## src/rtl/boot_loader.sv

```systemverilog
// UART boot loader: receives a word count followed by big-endian 32-bit words
// over a UART line, writes them into instruction memory, and holds the CPU in
// reset until the load is complete.
module boot_loader #(
   parameter int CLKS_PER_BIT = 16,
   parameter int DEPTH_WORDS  = 64
) (
   input  logic        clock,
   input  logic        reset,
   input  logic        rx,
   output logic        imem_we,
   output logic [31:0] imem_addr,
   output logic [31:0] imem_wdata,
   output logic        cpu_hold,
   output logic        done,
   output logic        frame_err
);

   localparam int             CW        = $clog2(CLKS_PER_BIT);
   localparam logic [CW-1:0]  BIT_LAST  = CW'(CLKS_PER_BIT - 1);
   localparam logic [CW-1:0]  HALF_LAST = CW'(CLKS_PER_BIT / 2 - 1);
   localparam logic [31:0]    DEPTH_U   = 32'(DEPTH_WORDS);

   typedef enum logic [1:0] {R_IDLE, R_START, R_DATA, R_STOP} rx_state_t;
   typedef enum logic [1:0] {L_COUNT, L_LOAD, L_DONE} ld_state_t;

   rx_state_t       rx_state, rx_next;
   ld_state_t       ld_state, ld_next;

   logic            rx_meta, rx_sync, rx_prev;
   logic [CW-1:0]   clk_cnt;
   logic [2:0]      bit_cnt;
   logic [7:0]      shift_reg;
   logic            mid_hit, bit_hit, fall_edge;
   logic            byte_ok, byte_bad;

   logic [7:0]      word_total;
   logic [7:0]      word_cnt;
   logic [1:0]      byte_cnt;
   logic [23:0]     word_buf;
   logic            finish_pending;

   assign mid_hit   = (clk_cnt == HALF_LAST);
   assign bit_hit   = (clk_cnt == BIT_LAST);
   assign fall_edge = rx_prev & ~rx_sync;

   // Two-flop synchronizer plus a delayed copy for falling-edge detection
   always_ff @(posedge clock or negedge reset) begin
      if (!reset) begin
         rx_meta <= 1'b1;
         rx_sync <= 1'b1;
         rx_prev <= 1'b1;
      end else begin
         rx_meta <= rx;
         rx_sync <= rx_meta;
         rx_prev <= rx_sync;
      end
   end

   // Receiver state register
   always_ff @(posedge clock or negedge reset) begin
      if (!reset) rx_state <= R_IDLE;
      else        rx_state <= rx_next;
   end

   // Receiver next-state: start-bit midpoint check, 8 data bits, stop bit
   always_comb begin
      rx_next = rx_state;
      case (rx_state)
         R_IDLE:  if (fall_edge) rx_next = R_START;
         R_START: if (mid_hit)   rx_next = rx_sync ? R_IDLE : R_DATA;
         R_DATA:  if (bit_hit && bit_cnt == 3'd7) rx_next = R_STOP;
         R_STOP:  if (bit_hit)   rx_next = R_IDLE;
         default: rx_next = R_IDLE;
      endcase
   end

   // Receiver outputs: a byte is reported on the stop-bit sample edge
   always_comb begin
      byte_ok  = 1'b0;
      byte_bad = 1'b0;
      if (rx_state == R_STOP && bit_hit) begin
         byte_ok  = rx_sync;
         byte_bad = ~rx_sync;
      end
   end

   // Receiver bit timing counters and LSB-first shift register
   always_ff @(posedge clock or negedge reset) begin
      if (!reset) begin
         clk_cnt   <= '0;
         bit_cnt   <= '0;
         shift_reg <= '0;
      end else begin
         case (rx_state)
            R_IDLE: begin
               clk_cnt <= '0;
               bit_cnt <= '0;
            end
            R_START: clk_cnt <= mid_hit ? '0 : clk_cnt + CW'(1);
            R_DATA: begin
               if (bit_hit) begin
                  clk_cnt   <= '0;
                  shift_reg <= {rx_sync, shift_reg[7:1]};
                  bit_cnt   <= bit_cnt + 3'd1;
               end else begin
                  clk_cnt <= clk_cnt + CW'(1);
               end
            end
            R_STOP:  clk_cnt <= bit_hit ? '0 : clk_cnt + CW'(1);
            default: clk_cnt <= '0;
         endcase
      end
   end

   // Loader state register
   always_ff @(posedge clock or negedge reset) begin
      if (!reset) ld_state <= L_COUNT;
      else        ld_state <= ld_next;
   end

   // Loader next-state: count byte, then words, then terminal done
   always_comb begin
      ld_next = ld_state;
      case (ld_state)
         L_COUNT: if (byte_ok) ld_next = (shift_reg == 8'd0) ? L_DONE : L_LOAD;
         L_LOAD:  if (finish_pending) ld_next = L_DONE;
         L_DONE:  ld_next = L_DONE;
         default: ld_next = L_COUNT;
      endcase
   end

   // Loader outputs decoded from the state
   always_comb begin
      done     = (ld_state == L_DONE);
      cpu_hold = (ld_state != L_DONE);
   end

   // Word assembly, memory write strobe and sticky framing flag
   always_ff @(posedge clock or negedge reset) begin
      if (!reset) begin
         word_total     <= '0;
         word_cnt       <= '0;
         byte_cnt       <= '0;
         word_buf       <= '0;
         finish_pending <= 1'b0;
         imem_we        <= 1'b0;
         imem_addr      <= '0;
         imem_wdata     <= '0;
         frame_err      <= 1'b0;
      end else begin
         imem_we        <= 1'b0;
         finish_pending <= 1'b0;
         if (byte_bad && ld_state != L_DONE) frame_err <= 1'b1;
         if (byte_ok) begin
            case (ld_state)
               L_COUNT: begin
                  word_total <= shift_reg;
                  word_cnt   <= '0;
                  byte_cnt   <= '0;
               end
               L_LOAD: begin
                  byte_cnt <= byte_cnt + 2'd1;
                  if (byte_cnt == 2'd3) begin
                     if ({24'd0, word_cnt} < DEPTH_U) begin
                        imem_we    <= 1'b1;
                        imem_addr  <= {22'd0, word_cnt, 2'b00};
                        imem_wdata <= {word_buf, shift_reg};
                     end
                     word_cnt <= word_cnt + 8'd1;
                     if (word_cnt + 8'd1 == word_total) finish_pending <= 1'b1;
                  end else begin
                     word_buf <= {word_buf[15:0], shift_reg};
                  end
               end
               default: ;
            endcase
         end
      end
   end

endmodule

```

## config.mk

```make
export PLATFORM = sky130hd
export DESIGN_NAME = boot_loader
export DESIGN_NICKNAME = d
export VERILOG_FILES = /design/src/rtl/boot_loader.sv
export SDC_FILE = /design/constraint.sdc
export NUM_CORES = 1
export LEC_CHECK = 0
export CORE_MARGIN = 4
export CORE_UTILIZATION = 34
export DETAILED_ROUTE_END_ITERATION = 6
export PLACE_DENSITY = 0.54
export SYNTH_ARGS = -nofsm -noshare
export SYNTH_HDL_FRONTEND = slang
export SYNTH_SLANG_ARGS = --single-unit
```

## constraint.sdc

```tcl
create_clock -name clock -period 2.63 [get_ports clock]
set_input_delay 0.6575 -clock clock [delete_from_list [all_inputs] [get_ports clock]]
set_output_delay 0.6575 -clock clock [all_outputs]
set_load 0.03 [all_outputs]
```

# After elaboration in Yosys (flattened, before gate mapping)
# Cells that the tools add are included.
[word_totals]
ff_bits = 107
input_bits = 3
output_inout_bits = 68
word_cells = 90
[op_classes]
n_addsub = 4
n_lt_le_gt_ge = 1
n_eq_ne = 19
n_mux = 28
n_bitwise = 3
reduce_logical = 18
[ops]
columns = ["operator", "n"]
rows = [
  ["$ne A2 B2 Y1 const B", 9],
  ["$mux W2", 8],
  ["$pmux W8 S2", 1],
  ["$pmux W4 S3", 1],
  ["$mux W1", 10],
  ["$reduce_and A2 Y1", 5],
  ["$add A8 B1 Y8 const B", 1],
  ["$eq A2 B2 Y1 const B", 4],
  ["$eq A8 B8 Y1", 1],
  ["$logic_not A8 Y1", 1],
  ["$lt A8 B7 Y1 const B", 1],
  ["$mux W4", 2],
  ["$mux W8", 1],
  ["$pmux W2 S4", 1],
  ["$reduce_and A4 Y1", 2],
  ["$pmux W2 S3", 1],
  ["$pmux W3 S2", 1],
  ["$reduce_and A3 Y1", 2],
  ["$add A4 B1 Y4 const B", 1],
  ["$eq A2 B1 Y1 const B", 2],
  ["$eq A4 B3 Y1 const B", 1],
  ["$eq A4 B4 Y1 const B", 1],
  ["$logic_not A2 Y1", 2],
  ["$pmux W2 S2", 1],
  ["other kinds (9)", 13],
]

# Logic depth before layout (Yosys ltp)
[logic_depth]
depth_word = 6
depth_mapped = 8
mapped_depth_nobuf = 6

# Worst setup path after synthesis
# No wires, ideal clock.
[synth_timing]
kind = "register -> register"
from = "register clk_cnt[0]"
to = "register word_buf[10]"
setup_ps = 125
t_arrival_ps = 1789
t_required_ps = 2505
path_slack_ps = 716
path_stages_with_launch = 8
synth_period_minus_slack_ps = 1914
cell_sequence = "dfrtp_1 > ha_1 > clkbuf_2 > nand3_2 > or3_1 > nor2_4 > buf_6 > mux2_2"
[synth_via]
elab_chain_cells = 4
[synth_lines]
columns = ["item", "line", "source"]
rows = [
  ["start, declared", "31", "logic [CW-1:0] clk_cnt;"],
  ["start signal, assigned", "100", "R_START: clk_cnt <= mid_hit ? '0 : clk_cnt + CW'(1);"],
  ["start signal, assigned", "107", "clk_cnt <= clk_cnt + CW'(1);"],
  ["start signal, assigned", "110", "R_STOP: clk_cnt <= bit_hit ? '0 : clk_cnt + CW'(1);"],
  ["$eq A4 B4 Y1", "44", "assign bit_hit = (clk_cnt == BIT_LAST);"],
  ["$logic_and A1 B1 Y1", "82", "if (rx_state == R_STOP && bit_hit) begin"],
  ["$mux W1", "82", ""],
  ["$reduce_and A3 Y1 (no source line)", "--", ""],
  ["end signal, assigned", "173", "word_buf <= {word_buf[15:0], shift_reg};"],
  ["end, declared", "40", "logic [23:0] word_buf;"],
]
# No other way between the ends.
# A chain may end at the register's enable or synchronous reset.

# Worst setup path after layout
[layout_timing]
from = "register ld_state[0]"
to = "output port cpu_hold"
[layout_via]
elab_chain_cells = 1
[layout_lines]
columns = ["item", "line", "source"]
rows = [
  ["start, declared", "28", "ld_state_t ld_state, ld_next;"],
  ["start signal, assigned", "119", "else ld_state <= ld_next;"],
  ["$ne A2 B2 Y1", "136", "cpu_hold = (ld_state != L_DONE);"],
  ["end, declared", "14", "output logic cpu_hold,"],
]
# No other way between the ends.

==> flow_metrics.env <==
export IMPL_status="complete, no violations"
export IMPL_clk_pin_slew_ns=0.07
export IMPL_synth_compound_area_share_pct=5.25
export IMPL_synth_xor_area_share_pct=2.51
export IMPL_netlist_instances=359
export IMPL_first_pass_iters=4
export IMPL_relSlewSlack_pct=55.5
export IMPL_drc_errors=0
export IMPL_wl_per_cell_um=14.5
export IMPL_cp_top_family="buffers and inverters"
export IMPL_die_y_um=127
export IMPL_syn_area_um2=4790
export IMPL_drive_above_1_share_pct=26.7
export IMPL_critPathLaunchType="register"
export IMPL_gp_congestion=0.733
export IMPL_max_freq_ghz=0.405
export IMPL_period_share_pct=93.9
export IMPL_final_hold_viol_count=0
export IMPL_tightest_slew_ns=0.668
export IMPL_reg_largest_list="imem_wdata: 32 flops, word_buf: 24 flops"
export IMPL_rsz0062_at_grt="false"
export IMPL_synth_fa_ha_area_share_pct=2.35
export IMPL_avgSynthCellArea_um2=13.4
export IMPL_yosysSeqAreaShare_pct=55.9
export IMPL_clock_sinks=107
export IMPL_overflow=0
export IMPL_synth_area_top_cells="dfrtp_1, mux2_2, buf_4, ha_1, dfstp_2"
export IMPL_period_needed_ns=2.47
export IMPL_powerDensity_nw_per_um2=643
export IMPL_synth_mux_area_fraction_pct=19.4
export IMPL_crit_type="reg2out"
export IMPL_cp_arrival_ns=1.81
export IMPL_finalMaxSlewViolations=0
export IMPL_cp_end_kind="primary output"
export IMPL_fin_tns_setup_ns=0
export IMPL_root_buffer="clkbuf_16"
export IMPL_antenna_left=0
export IMPL_cp_cell_sequence="inv_1 > ha_1 > inv_1 > clkdlybuf4s50_1"
export IMPL_die_area_um2=16100
export IMPL_synth_simple_gate_area_share_pct=7.52
export IMPL_vdd_drop_max_mv=0.380
export IMPL_yosysMostFrequentCell="dfrtp_1"
export IMPL_worst_path_largest_cell_delay_ns=0.66
export IMPL_ys_ff_latch=107
export IMPL_grt_max_degree=54
export IMPL_numPortBuffers=46
export IMPL_yosys_area_top_type="dfrtp_1"
export IMPL_grt_pass1_wl_mm=14.8
export IMPL_area_growth_syn_to_layout_pct=18.3
export IMPL_clockBufferDepth=2
export IMPL_vias=2774
export IMPL_placementRows=43
export IMPL_grt_antenna_before_repair=0
export IMPL_fillCellCount=1290
export IMPL_track_usage_pct=11.5
export IMPL_cts_tree="yes"
export IMPL_path_common_cell="inv_1"
export IMPL_yosys_area_top_type_share_pct=54.3
export IMPL_worst_path_buf_inv=3
export IMPL_synth_common_cells="dfrtp_1, mux2_2, buf_4"
export IMPL_p_leak_nw=2.76
export IMPL_via_per_inst=4.69
export IMPL_cts_hold_buf=0
export IMPL_clk_latency_ns=0.34
export IMPL_async_reset_ff_share_pct=100
export IMPL_ys_flop_type="dfrtp_1"
export IMPL_drv_cap=0
export IMPL_cts_buffers=9
export IMPL_coreArea_um2=13800
export IMPL_cts_resized=0
export IMPL_drt_initial_drc_count=107
export IMPL_io_pins=71
export IMPL_postCtsSetupRepairBufs=0
export IMPL_min_path_type="in2async"
export IMPL_finalWirelength_mm=8.60
export IMPL_crit_required_ns=1.97
export IMPL_synth_top_family_by_area="multiplexers"
export IMPL_largest_reg_flops=32
export IMPL_setup_violations=0
export IMPL_post_route_util_pct=41.0
export IMPL_slowest_stage="clkdlybuf4s50_1"
export IMPL_cts_max_level=3
export IMPL_fp_dieW_um=127
export IMPL_num_antenna_cells=0
export IMPL_top_register="imem_wdata"
export IMPL_start_util_pct=34.7
export IMPL_finalClockSkew_ns=0.00748
export IMPL_synth_edf_count=0
export IMPL_synth_cell_type_count=52
export IMPL_hpwl_mm=5.94
export IMPL_fin_nets=419
export IMPL_worstPathMaxFanout=4
export IMPL_grt_pass1_vias=2891
export IMPL_synth_warning_count=0
[per-stage QoR]
stage                     cell area, µm²  setup WS [ns]  instances  total power [mW]  hold WS [ns]
after CTS                           5670          0.123        592              3.71         0.361
after global placement              5350          0.471        576              2.23         0.347
final                               5670          0.160        592              3.64         0.354
after floorplan                     4880          0.716        382              2.15         0.345
after global routing                5670         0.0475        592              3.84         0.363
after detailed placement            5350          0.428        576              2.24         0.350
[cell usage in the layout (no fill, tap or decap), types with 5 or more instances in the layout]
cell and count:
dfrtp_1 104, mux2_2 76, clkdlybuf4s50_1 45, conb_1 24, nor2_1 12, o21ai_0 10
nand2_1 9, ha_1 9, clkbuf_16 9, inv_1 8, nand3_1 7, a21oi_1 7
buf_4 7, xnor2_1 6, nor4_1 6, a22o_1 6, xor2_1 5
[worst reg2reg max path, stage by stage, from the launching register on]
cell and delay, ns:
dfrtp_1 0.37, ha_1 0.31, nand3_2 0.27, or3_1 0.49, nor2_4 0.13, buf_12 0.19
mux2_2 0.36
[final timing paths]
| kind | start | end | slack [ns] | cells past startpoint |
|---|---|---|---|---|
| max | ld_state[0]$_DFFE_PN0P_ | cpu_hold | 0.16 | 4 |
| min in group clock | rx_meta$_DFF_PN1_ | rx_sync$_DFF_PN1_ | 0.36 | 0 |
| max reg2reg | clk_cnt[0]$_DFF_PN0_ | word_buf[16]$_DFFE_PN0P_ | 0.40 | 6 |
| min | reset | imem_addr[8]$_DFFE_PN0P_ | 0.35 | 1 |
| min reg2reg | rx_meta$_DFF_PN1_ | rx_sync$_DFF_PN1_ | 0.36 | 0 |
| max in group asynchronous | reset | rx_sync$_DFF_PN1_ | 1.55 | 2 |
[power breakdown]
part | total [mW] | internal [mW] | switching [mW]
combinational | 0.407 | 0.150 | 0.256
sequential | 1.80 | 1.71 | 0.0851
clock | 1.44 | 0.862 | 0.579
[metal layers]
| layer | global-route usage, % | vias up | share of wire [%] |
|---|---|---|---|
| met1 | 15.2 | 1394 | 45 |
| met3 | 2.74 | 5 | 4.2 |
| met4 | 3.60 | 0 | 1.1 |
| met5 | 0 | - | 0 |
| met2 | 18.7 | 58 | 50 |
| li1 | - | 1317 | - |
[cells by family after synthesis]
| logic type | count (synthesis) |
|---|---|
| XOR/XNOR | 12 |
| buffers and inverters | 48 |
| AND/OR/NAND/NOR | 62 |
| other | 1 |
| flip-flops | 107 |
| AO/OA/AOI/OAI | 37 |
| adder cells (fa/ha/maj) | 9 |
| multiplexers | 83 |
[cell type report]
cell class / count / area, µm² / share of cell area (%)
well taps: 180 / 225 / 3.97
flip-flops and latches: 107 / 2680 / 47.3
clock buffers: 10 / 239 / 4.21
multi-input cells: 227 / 1870 / 32.9
inverters: 8 / 30.0 / 0.529
repair buffers: 54 / 543 / 9.57
clock inverters: 6 / 87.6 / 1.54
(Power assumes the default switching activity.)
